### config.mk
export PLATFORM = sky130hd
export DESIGN_NAME = snake_game_ctrl_flat
export DESIGN_NICKNAME = d
export VERILOG_FILES = /design/src/rtl/snake_pkg.sv /design/src/rtl/snake_game_ctrl_if.sv /design/src/rtl/snake_lfsr16.sv /design/src/rtl/snake_game_ctrl.sv /design/src/flat_wrapper.sv
export SDC_FILE = /design/constraint.sdc
export NUM_CORES = 1
export LEC_CHECK = 0
export ABC_AREA = 1
export BUFFER_PORTS_ARGS = -buffer_cell sky130_fd_sc_hd__buf_2
export CORE_UTILIZATION = 65
export CTS_BUF_LIST = sky130_fd_sc_hd__clkbuf_2 sky130_fd_sc_hd__clkbuf_4 sky130_fd_sc_hd__clkbuf_8
export CTS_CLUSTER_SIZE = 20
export DETAILED_ROUTE_END_ITERATION = 16
export GPL_TIMING_DRIVEN = 0
export PLACE_DENSITY = 0.91
export SYNTH_ARGS = -nofsm -noshare
export SYNTH_HDL_FRONTEND = slang
export SYNTH_SLANG_ARGS = --single-unit
### constraint.sdc
create_clock -name clk -period 3.1 [get_ports clk]
set_input_delay 0.465 -clock clk [delete_from_list [all_inputs] [get_ports clk]]
set_output_delay 0.465 -clock clk [all_outputs]
set_load 0.02 [all_outputs]
### src/rtl/snake_pkg.sv
// Shared encodings, board limits and defaults for the snake game blocks.
package snake_pkg;

   typedef enum logic [1:0] {
      ST_RESTART = 2'b00,
      ST_START   = 2'b01,
      ST_PLAY    = 2'b10,
      ST_DIE     = 2'b11
   } game_status_e;

   localparam logic [5:0] X_MIN       = 6'd1;
   localparam logic [5:0] X_MAX       = 6'd38;
   localparam logic [5:0] Y_MIN       = 6'd1;
   localparam logic [5:0] Y_MAX       = 6'd28;
   localparam logic [5:0] APPLE_X_DEF = 6'd24;
   localparam logic [5:0] APPLE_Y_DEF = 6'd10;

   localparam int MAX_CUBES_DEF = 16;

   function automatic logic on_board(input logic [5:0] x, input logic [5:0] y);
      return (x >= X_MIN) && (x <= X_MAX) && (y >= Y_MIN) && (y <= Y_MAX);
   endfunction

endpackage

### src/rtl/snake_game_ctrl_if.sv
// Signals between the game sequencer and the keys/datapath/renderer.
interface snake_game_ctrl_if;
   logic       start_press;
   logic       hit_wall;
   logic       hit_body;
   logic [5:0] head_x;
   logic [5:0] head_y;
   logic [6:0] cube_num;
   logic [1:0] game_status;
   logic       die_flash;
   logic       add_cube;
   logic [5:0] apple_x;
   logic [5:0] apple_y;

   // master is the sequencer itself
   modport master (
      input  start_press, hit_wall, hit_body, head_x, head_y, cube_num,
      output game_status, die_flash, add_cube, apple_x, apple_y
   );

   modport slave (
      output start_press, hit_wall, hit_body, head_x, head_y, cube_num,
      input  game_status, die_flash, add_cube, apple_x, apple_y
   );
endinterface

### src/rtl/snake_lfsr16.sv
// Free-running 16-bit Fibonacci LFSR (taps 16,14,13,11) used for apple placement.
module snake_lfsr16 (
   input  logic        clk,
   input  logic        rst,
   output logic [15:0] q
);

   localparam logic [15:0] SEED = 16'hACE1;

   logic [15:0] q_d;
   logic [15:0] q_q;

   always_comb begin
      q_d = {q_q[14:0], q_q[15] ^ q_q[13] ^ q_q[12] ^ q_q[10]};
   end

   always_ff @(posedge clk or negedge rst) begin
      if (!rst) q_q <= SEED;
      else      q_q <= q_d;
   end

   assign q = q_q;

endmodule

### src/rtl/snake_game_ctrl.sv
// Snake game sequencer: status FSM, death blink, apple eating and relocation.
module snake_game_ctrl
   import snake_pkg::*;
#(
   parameter int FLASH_CYCLES  = 12_500_000,
   parameter int FLASH_TOGGLES = 8,
   parameter int MAX_CUBES     = MAX_CUBES_DEF
) (
   input  logic                clk,
   input  logic                rst,
   snake_game_ctrl_if.master   bus
);

   localparam int FW = (FLASH_CYCLES > 1) ? $clog2(FLASH_CYCLES) : 1;
   localparam int TW = $clog2(FLASH_TOGGLES + 1);

   game_status_e  state_q, state_d;
   logic [FW-1:0] flash_cnt_q, flash_cnt_d;
   logic [TW-1:0] tog_cnt_q, tog_cnt_d;
   logic          die_flash_q, die_flash_d;
   logic          add_cube_q, add_cube_d;
   logic [5:0]    apple_x_q, apple_x_d;
   logic [5:0]    apple_y_q, apple_y_d;
   logic          apple_ok_q, apple_ok_d;

   logic [15:0]   lfsr;
   logic [5:0]    cand_x;
   logic [5:0]    cand_y;
   logic          cand_ok;
   logic          collide;
   logic          full;
   logic          eat;
   logic          flash_wrap;
   logic          lfsr_unused;

   snake_lfsr16 u_lfsr (
      .clk (clk),
      .rst (rst),
      .q   (lfsr)
   );

   // y candidate keeps only 5 bits so it spans 0..31
   assign cand_x      = lfsr[5:0];
   assign cand_y      = {1'b0, lfsr[12:8]};
   assign lfsr_unused = ^{lfsr[15:13], lfsr[7:6]};
   assign cand_ok     = on_board(cand_x, cand_y) &&
                        !((cand_x == bus.head_x) && (cand_y == bus.head_y));

   assign collide    = bus.hit_wall | bus.hit_body;
   assign full       = (bus.cube_num >= 7'(MAX_CUBES));
   assign eat        = apple_ok_q && (bus.head_x == apple_x_q) && (bus.head_y == apple_y_q);
   assign flash_wrap = (flash_cnt_q == FW'(FLASH_CYCLES - 1));

   always_comb begin
      state_d     = state_q;
      flash_cnt_d = '0;
      tog_cnt_d   = '0;
      die_flash_d = 1'b1;
      add_cube_d  = 1'b0;
      apple_x_d   = apple_x_q;
      apple_y_d   = apple_y_q;
      apple_ok_d  = apple_ok_q;

      if (!apple_ok_q && cand_ok) begin
         apple_x_d  = cand_x;
         apple_y_d  = cand_y;
         apple_ok_d = 1'b1;
      end

      case (state_q)
         ST_RESTART: begin
            state_d    = ST_START;
            apple_x_d  = APPLE_X_DEF;
            apple_y_d  = APPLE_Y_DEF;
            apple_ok_d = 1'b1;
         end
         ST_START: begin
            if (bus.start_press) state_d = ST_PLAY;
         end
         ST_PLAY: begin
            // a collision on the apple square kills without growing
            if (collide || full) begin
               state_d = ST_DIE;
            end else if (eat) begin
               add_cube_d = 1'b1;
               apple_ok_d = 1'b0;
            end
         end
         ST_DIE: begin
            die_flash_d = die_flash_q;
            tog_cnt_d   = tog_cnt_q;
            if (flash_wrap) begin
               if (tog_cnt_q == TW'(FLASH_TOGGLES)) begin
                  state_d     = ST_RESTART;
                  die_flash_d = 1'b1;
                  tog_cnt_d   = '0;
               end else begin
                  die_flash_d = ~die_flash_q;
                  tog_cnt_d   = tog_cnt_q + TW'(1);
               end
            end else begin
               flash_cnt_d = flash_cnt_q + FW'(1);
            end
         end
         default: state_d = ST_RESTART;
      endcase
   end

   always_ff @(posedge clk or negedge rst) begin
      if (!rst) begin
         state_q     <= ST_RESTART;
         flash_cnt_q <= '0;
         tog_cnt_q   <= '0;
         die_flash_q <= 1'b1;
         add_cube_q  <= 1'b0;
         apple_x_q   <= APPLE_X_DEF;
         apple_y_q   <= APPLE_Y_DEF;
         apple_ok_q  <= 1'b1;
      end else begin
         state_q     <= state_d;
         flash_cnt_q <= flash_cnt_d;
         tog_cnt_q   <= tog_cnt_d;
         die_flash_q <= die_flash_d;
         add_cube_q  <= add_cube_d;
         apple_x_q   <= apple_x_d;
         apple_y_q   <= apple_y_d;
         apple_ok_q  <= apple_ok_d;
      end
   end

   assign bus.game_status = state_q;
   assign bus.die_flash   = die_flash_q;
   assign bus.add_cube    = add_cube_q;
   assign bus.apple_x     = apple_x_q;
   assign bus.apple_y     = apple_y_q;

endmodule

### src/flat_wrapper.sv
// flat-port wrapper written by rule: the top's interface ports become plain ports
module snake_game_ctrl_flat import snake_pkg::*;
#(
   parameter int FLASH_CYCLES  = 12_500_000,
   parameter int FLASH_TOGGLES = 8,
   parameter int MAX_CUBES     = MAX_CUBES_DEF
)
  (clk, rst, bus_start_press, bus_hit_wall, bus_hit_body, bus_head_x, bus_head_y, bus_cube_num, bus_game_status, bus_die_flash, bus_add_cube, bus_apple_x, bus_apple_y);
  snake_game_ctrl_if bus_i ();
  input  logic clk;
  input  logic rst;
  input wire logic [$bits(bus_i.start_press)-1:0] bus_start_press;
  input wire logic [$bits(bus_i.hit_wall)-1:0] bus_hit_wall;
  input wire logic [$bits(bus_i.hit_body)-1:0] bus_hit_body;
  input wire logic [$bits(bus_i.head_x)-1:0] bus_head_x;
  input wire logic [$bits(bus_i.head_y)-1:0] bus_head_y;
  input wire logic [$bits(bus_i.cube_num)-1:0] bus_cube_num;
  output wire logic [$bits(bus_i.game_status)-1:0] bus_game_status;
  output wire logic [$bits(bus_i.die_flash)-1:0] bus_die_flash;
  output wire logic [$bits(bus_i.add_cube)-1:0] bus_add_cube;
  output wire logic [$bits(bus_i.apple_x)-1:0] bus_apple_x;
  output wire logic [$bits(bus_i.apple_y)-1:0] bus_apple_y;
  assign bus_i.start_press = bus_start_press;
  assign bus_i.hit_wall = bus_hit_wall;
  assign bus_i.hit_body = bus_hit_body;
  assign bus_i.head_x = bus_head_x;
  assign bus_i.head_y = bus_head_y;
  assign bus_i.cube_num = bus_cube_num;
  assign bus_game_status = bus_i.game_status;
  assign bus_die_flash = bus_i.die_flash;
  assign bus_add_cube = bus_i.add_cube;
  assign bus_apple_x = bus_i.apple_x;
  assign bus_apple_y = bus_i.apple_y;
  snake_game_ctrl #(.FLASH_CYCLES(FLASH_CYCLES), .FLASH_TOGGLES(FLASH_TOGGLES), .MAX_CUBES(MAX_CUBES)) u_core (.clk(clk), .rst(rst), .bus(bus_i));
endmodule
Word-level counts from Yosys, hierarchy flattened
Index checks and enable logic that the tools add are counted.
Word-level totals
  register bits: 61
  input bits: 24
  word-level logic and storage cells: 72
Cells by class
  $add $sub $neg: 2
  order comparisons: 5
  eq/ne operators: 13
  mux-type cells: 24
  bitwise operators: 5
  reductions and logical operators: 14
Operators by type and width (count)
  $mux W24: 2
  $add A24 B1 Y24 const B: 1
  $eq A24 B24 Y1 const B: 1
  $mux W6: 4
  $eq A6 B6 Y1: 3
  $mux W4: 3
  $mux W1: 9
  $logic_and A1 B1 Y1: 8
  $mux W2: 4
  $pmux W2 S4: 1
  $ge A7 B5 Y1 const B: 1
  $eq A5 B6 Y1: 1
  $ge A6 B1 Y1 const B: 1
  $le A6 B6 Y1 const B: 1
  $ne A2 B1 Y1 const B: 3
  $ge A5 B1 Y1 const B: 1
  $le A5 B5 Y1 const B: 1
  $add A4 B1 Y4 const B: 1
  $eq A2 B2 Y1 const B: 2
  $eq A4 B4 Y1 const B: 1
  $reduce_and A4 Y1: 1
  $xor A1 B1 Y1: 3
  $eq A2 B1 Y1 const B: 1
  $logic_not A1 Y1: 2
  other kinds (7): 7

Logic depth before layout (Yosys ltp)
  depth after elaboration: 10
  gate-level depth with buffers: 12

Hierarchy
Synthesis repeated with hierarchy kept, for this count alone.
Second synthesis, totals
  cells, all modules: 482
  area, all modules: 3539.6 um2
Modules (own cells, without submodules)
  snake_game_ctrl: times used 1, cells each 434, area an instance 2945.3 um2, seq. area each 1108.6 um2
  snake_lfsr16: times used 1, cells each 48, area an instance 594.3 um2, seq. area each 410.4 um2

Worst setup path before layout
No wires, ideal clock.
  path type: flip-flop to flip-flop
  from: register u_core.state_q[0], in the netlist u_core.bus.game_status[0]
  to: register u_core.apple_x_q[1], in the netlist u_core.bus.apple_x[1]
  arrival: 1484 ps
  data required time: 3034 ps
  path slack: 1550 ps
  cell stages (with the launch flop): 8
  path buffers: 2
  period minus slack after synthesis: 1550 ps
  cells stage by stage: dfrtp_1 inv_1 ha_1 buf_2 clkinv_1 clkbuf_1 nand3_1 nand2_1
Between the ends
  longest elaborated chain between the ends: 2
Ends and longest elaborated chain
  start, declared: line snake_game_ctrl.sv:17  | game_status_e state_q, state_d;
  start signal, assigned: line snake_game_ctrl.sv:120  | state_q <= state_d;
  $logic_not A2 Y1 *: line snake_game_ctrl.sv:70  | case (state_q)
  $mux W6 / $reduce_bool A2 Y1 (equally long branches)
  end signal, assigned: line snake_game_ctrl.sv:125  | apple_x_q <= apple_x_d;
  end, declared: line snake_game_ctrl.sv:22  | logic [5:0] apple_x_q, apple_x_d;
Mark *: on every way between the ends. The rest lies on a longest branch, timed or not.
A chain may end at the register's enable or synchronous reset.

Final worst setup path
  from: register u_core.state_q[1], in the netlist u_core.bus.game_status[1]
  to: register u_core.apple_y_q[2], in the netlist u_core.bus.apple_y[2]
Between the ends
  longest elaborated chain between the ends: 2
Ends and longest elaborated chain
  $logic_not A2 Y1 *: line snake_game_ctrl.sv:70
  $mux W6 / $reduce_bool A2 Y1 (equally long branches)
  end signal, assigned: line snake_game_ctrl.sv:126  | apple_y_q <= apple_y_d;
  end, declared: line snake_game_ctrl.sv:23  | logic [5:0] apple_y_q, apple_y_d;
Marked as above.

==> results.py <==
metrics = {
    "status": {
        "status": "finished clean",
    },
    "route": {
        "drt_wl_total_mm": 7.42,
        "ant_nets": 0,
        "first_iter_violations": 163,
        "wl_per_cell_um": 13.1,
        "remaining_drc_errors": 0,
        "vias_per_cell": 5.43,
        "vias": 3066,
        "first_pass_iters": 5,
    },
    "yosys": {
        "synthTopCellsByCount": "114 x nand2_1, 69 x inv_1, 57 x nor2_1, 46 x dfrtp_1, 33 x nand3_1",
        "synth.top_cell.area_share_pct": 34.3,
        "synth_xor_xnor_area_share_pct": 2.09,
        "synth-main-ff-cell": "dfrtp_1",
        "syn_inst": 448,
        "muxShareOfSynthArea_pct": 0,
        "synth_top_family_by_area": "simple AND/OR/NAND/NOR gates",
        "ys_top_cells_by_area": "dfrtp_1 34%, nand2_1 13%, dfstp_2 11%, inv_1 7.7%, nor2_1 6.4%",
        "synth_nets": 479,
        "synth_adder_area_share_pct": 2.61,
        "ys_seq_area_share_pct": 45.3,
        "synth_compound_area_share_pct": 6.00,
        "synth-simple-area-share_pct": 33.9,
        "synth_area_um2": 3360,
        "synthArstFlopShare_pct": 100,
        "synth_cell_types": 36,
        "yosys.area.top_type": "dfrtp_1",
        "syn-mean-instance-area_um2": 7.49,
        "ys_ff_latch": 60,
        "synth_edf_count": 0,
        "ys.warnings.count": 0,
        "yosysMostFrequentCell": "nand2_1",
    },
    "setup_path": {
        "arrival_ns": 2.02,
        "cp-end-kind": "flip-flop",
        "cp.required_ns": 3.32,
        "cp_max_fo": 10,
        "start_kind": "flip-flop",
        "worstSetupPathType": "flip-flop to flip-flop",
    },
    "placed_design": {
        "io_buffers": 34,
        "gp_congestion": 0.917,
        "dp.cells": 549,
        "dp_hpwl_mm": 5.48,
    },
    "clock_tree": {
        "post-cts-setup-buffers": 0,
        "clockBufferDepth": 2,
        "ctsResizeCount": 0,
        "clk_pin_slew_ns": 0.07,
        "holdBufCountCts": 0,
        "cts_tree": "built",
        "clkSinkCount": 60,
        "cts_buffers": 9,
        "clock_latency_ns": 0.34,
        "cts_root_buf": "clkbuf_8",
        "htree_levels": 3,
    },
    "grt": {
        "grt_max_degree": 61,
        "antenna_found_initial": 0,
        "grt_first_pass_wirelength_mm": 12.2,
        "grt_pass1_vias": 2765,
        "overflow": 0,
        "grt_usage_pct": 30.3,
    },
    "sta": {
        "fmax_ghz": 0.557,
        "finalSetupTns_ns": 0,
        "rsz0062_at_grt": "false",
        "hold_violations": 0,
        "finalMaxSlewViolations": 0,
        "period_share_pct": 57.9,
        "fin_skew_ns": 0.0127,
        "fin_crit_ns": 1.80,
        "slew_headroom_pct": 51.1,
        "worst_pin_slew_ns": 0.733,
        "setup_violations": 0,
    },
    "run": {
        "maxCapViolCount": 0,
    },
    "floorplanning": {
        "coreArea_um2": 4850,
        "die_w_um": 73.9,
        "die_y_um": 73.9,
        "initial_core_util_pct": 69.2,
        "ios": 40,
        "rows": 25,
        "die_area_um2": 5450,
    },
    "final_layout": {
        "final_cells": 565,
        "area_delta_synth_final_pct": 14.1,
        "nNetsFinal": 524,
        "drive_above_1_share_pct": 18.9,
        "diodes": 0,
    },
    "worst_hold_path": {
        "hp-class": "primary input to async pin",
    },
    "power": {
        "power_w": 0.00231,
        "p_per_area_nw_per_um2": 603,
        "leakage_nw": 1.91,
        "ir_drop_v": 0.000498,
    },
}
## worst max-delay path, cell delays in order, from the launching register on
cell and delay [ns]:
dfrtp_1 0.43, inv_1 0.10, ha_1 0.13, buf_2 0.22, clkinv_1 0.24, clkbuf_1 0.31, nand3_1 0.19, nand2_1 0.07
## kinds of logic (layout without fill, tap and decap cells)
logic type / Yosys count / in the layout
adders and majority gates: 7 / 7
AOI/OAI and AO/OA: 36 / 36
buffers and inverters: 81 / 131
other: 1 / 1
DFF: 60 / 60
xor gates and xnor gates: 8 / 8
and+or+nand+nor: 255 / 255
## path summary, 6_finish.rpt
| kind | from | endpoint | slack [ns] | cells after the start |
|---|---|---|---|---|
| max in group asynchronous | rst | u_core.u_lfsr.q[4] | 2.42 | 1 |
| setup reg to reg | u_core.bus.game_status[1] | u_core.bus.apple_y[2] | 1.30 | 7 |
| setup / recovery | u_core.bus.game_status[1] | u_core.bus.apple_y[2] | 1.30 | 7 |
| min in group clk | u_core.u_lfsr.q[6] | u_core.u_lfsr.q[7] | 0.36 | 0 |
| hold / removal | rst | u_core.bus.add_cube | 0.18 | 1 |
| hold reg to reg | u_core.u_lfsr.q[6] | u_core.u_lfsr.q[7] | 0.36 | 0 |
## cells in the final DEF, fill, tap and decap left out
| master | netlist | routed |
|---|---|---|
| a31oi_1 | 1 | 1 |
| nor3_2 | 1 | 1 |
| clkbuf_4 | 0 | 3 |
| nand2_2 | 4 | 4 |
| clkbuf_8 | 0 | 12 |
| dfstp_2 | 14 | 14 |
| dfrtp_1 | 46 | 46 |
| xnor2_1 | 3 | 3 |
| clkbuf_1 | 1 | 1 |
| nand3_2 | 1 | 1 |
| nand2_1 | 114 | 114 |
| nor2_2 | 4 | 4 |
| nand3b_1 | 1 | 1 |
| o21ai_2 | 3 | 3 |
| a21oi_1 | 14 | 14 |
| o22ai_1 | 1 | 1 |
| inv_1 | 69 | 69 |
| inv_2 | 2 | 2 |
| buf_4 | 1 | 2 |
| clkinv_1 | 1 | 1 |
| nor2_1 | 57 | 57 |
| nand3_4 | 1 | 1 |
| bufinv_16 | 0 | 1 |
| buf_2 | 4 | 37 |
| nor4_1 | 1 | 1 |
| ha_1 | 7 | 7 |
| o21ai_0 | 14 | 14 |
| xor2_1 | 5 | 5 |
| conb_1 | 1 | 1 |
| inv_6 | 1 | 1 |
| or2_2 | 3 | 3 |
| o21a_1 | 3 | 3 |
| nand4_1 | 13 | 13 |
| nand2_4 | 1 | 1 |
| nor3_1 | 19 | 19 |
| buf_8 | 1 | 1 |
| nand3_1 | 33 | 33 |
| nor2_4 | 2 | 2 |
| buf_6 | 1 | 1 |
## flip-flops by register name, indices dropped and copies added, names as in the netlist
name,count
u_core.bus.add_cube,1
u_core.bus.game_status,2
u_core.apple_ok_q,1
u_core.bus.apple_x,6
u_core.u_lfsr.q,16
u_core.bus.apple_y,5
u_core.tog_cnt_q,4
u_core.bus.die_flash,1
u_core.flash_cnt_q,24
## report_power, final
group	total, W	switching (W)	internal (W)
registers	0.000916	0.0000556	0.000860
logic	0.000641	0.000432	0.000209
clock network	0.000754	0.000289	0.000465
## through the flow
stage	utilization, %	hold slack (ns)	instance area [um^2]	setup slack (ns)
after floorplan	-	0.169	3360	1.55
after global placement	74.5	0.344	3610	1.41
after detailed placement	74.5	0.349	3610	1.37
after CTS	78.9	0.357	3830	1.31
after global routing	79.0	0.245	3830	1.18
final	79.0	0.181	3830	1.30
## final cells by class
type,instances,area [um^2]
tap,67,83.8
buffer,8,57.6
fill,349,1020
clock buffer,15,188
inverter,73,279
multi-input combinational,307,1500
sequential,60,1520
clock inverter,1,30.0
timing repair buffer,34,173
## per-layer routing
| layer | GRT usage, % | vias up | share of wire, % |
|---|---|---|---|
| met1 | 42.9 | 1428 | 47 |
| li1 | - | 1499 | - |
| met5 | 0 | - | 0 |
| met2 | 46.4 | 120 | 45 |
| met4 | 11.5 | 0 | 1.6 |
| met3 | 5.35 | 19 | 6.6 |
Power figures use the tool's default switching activity.
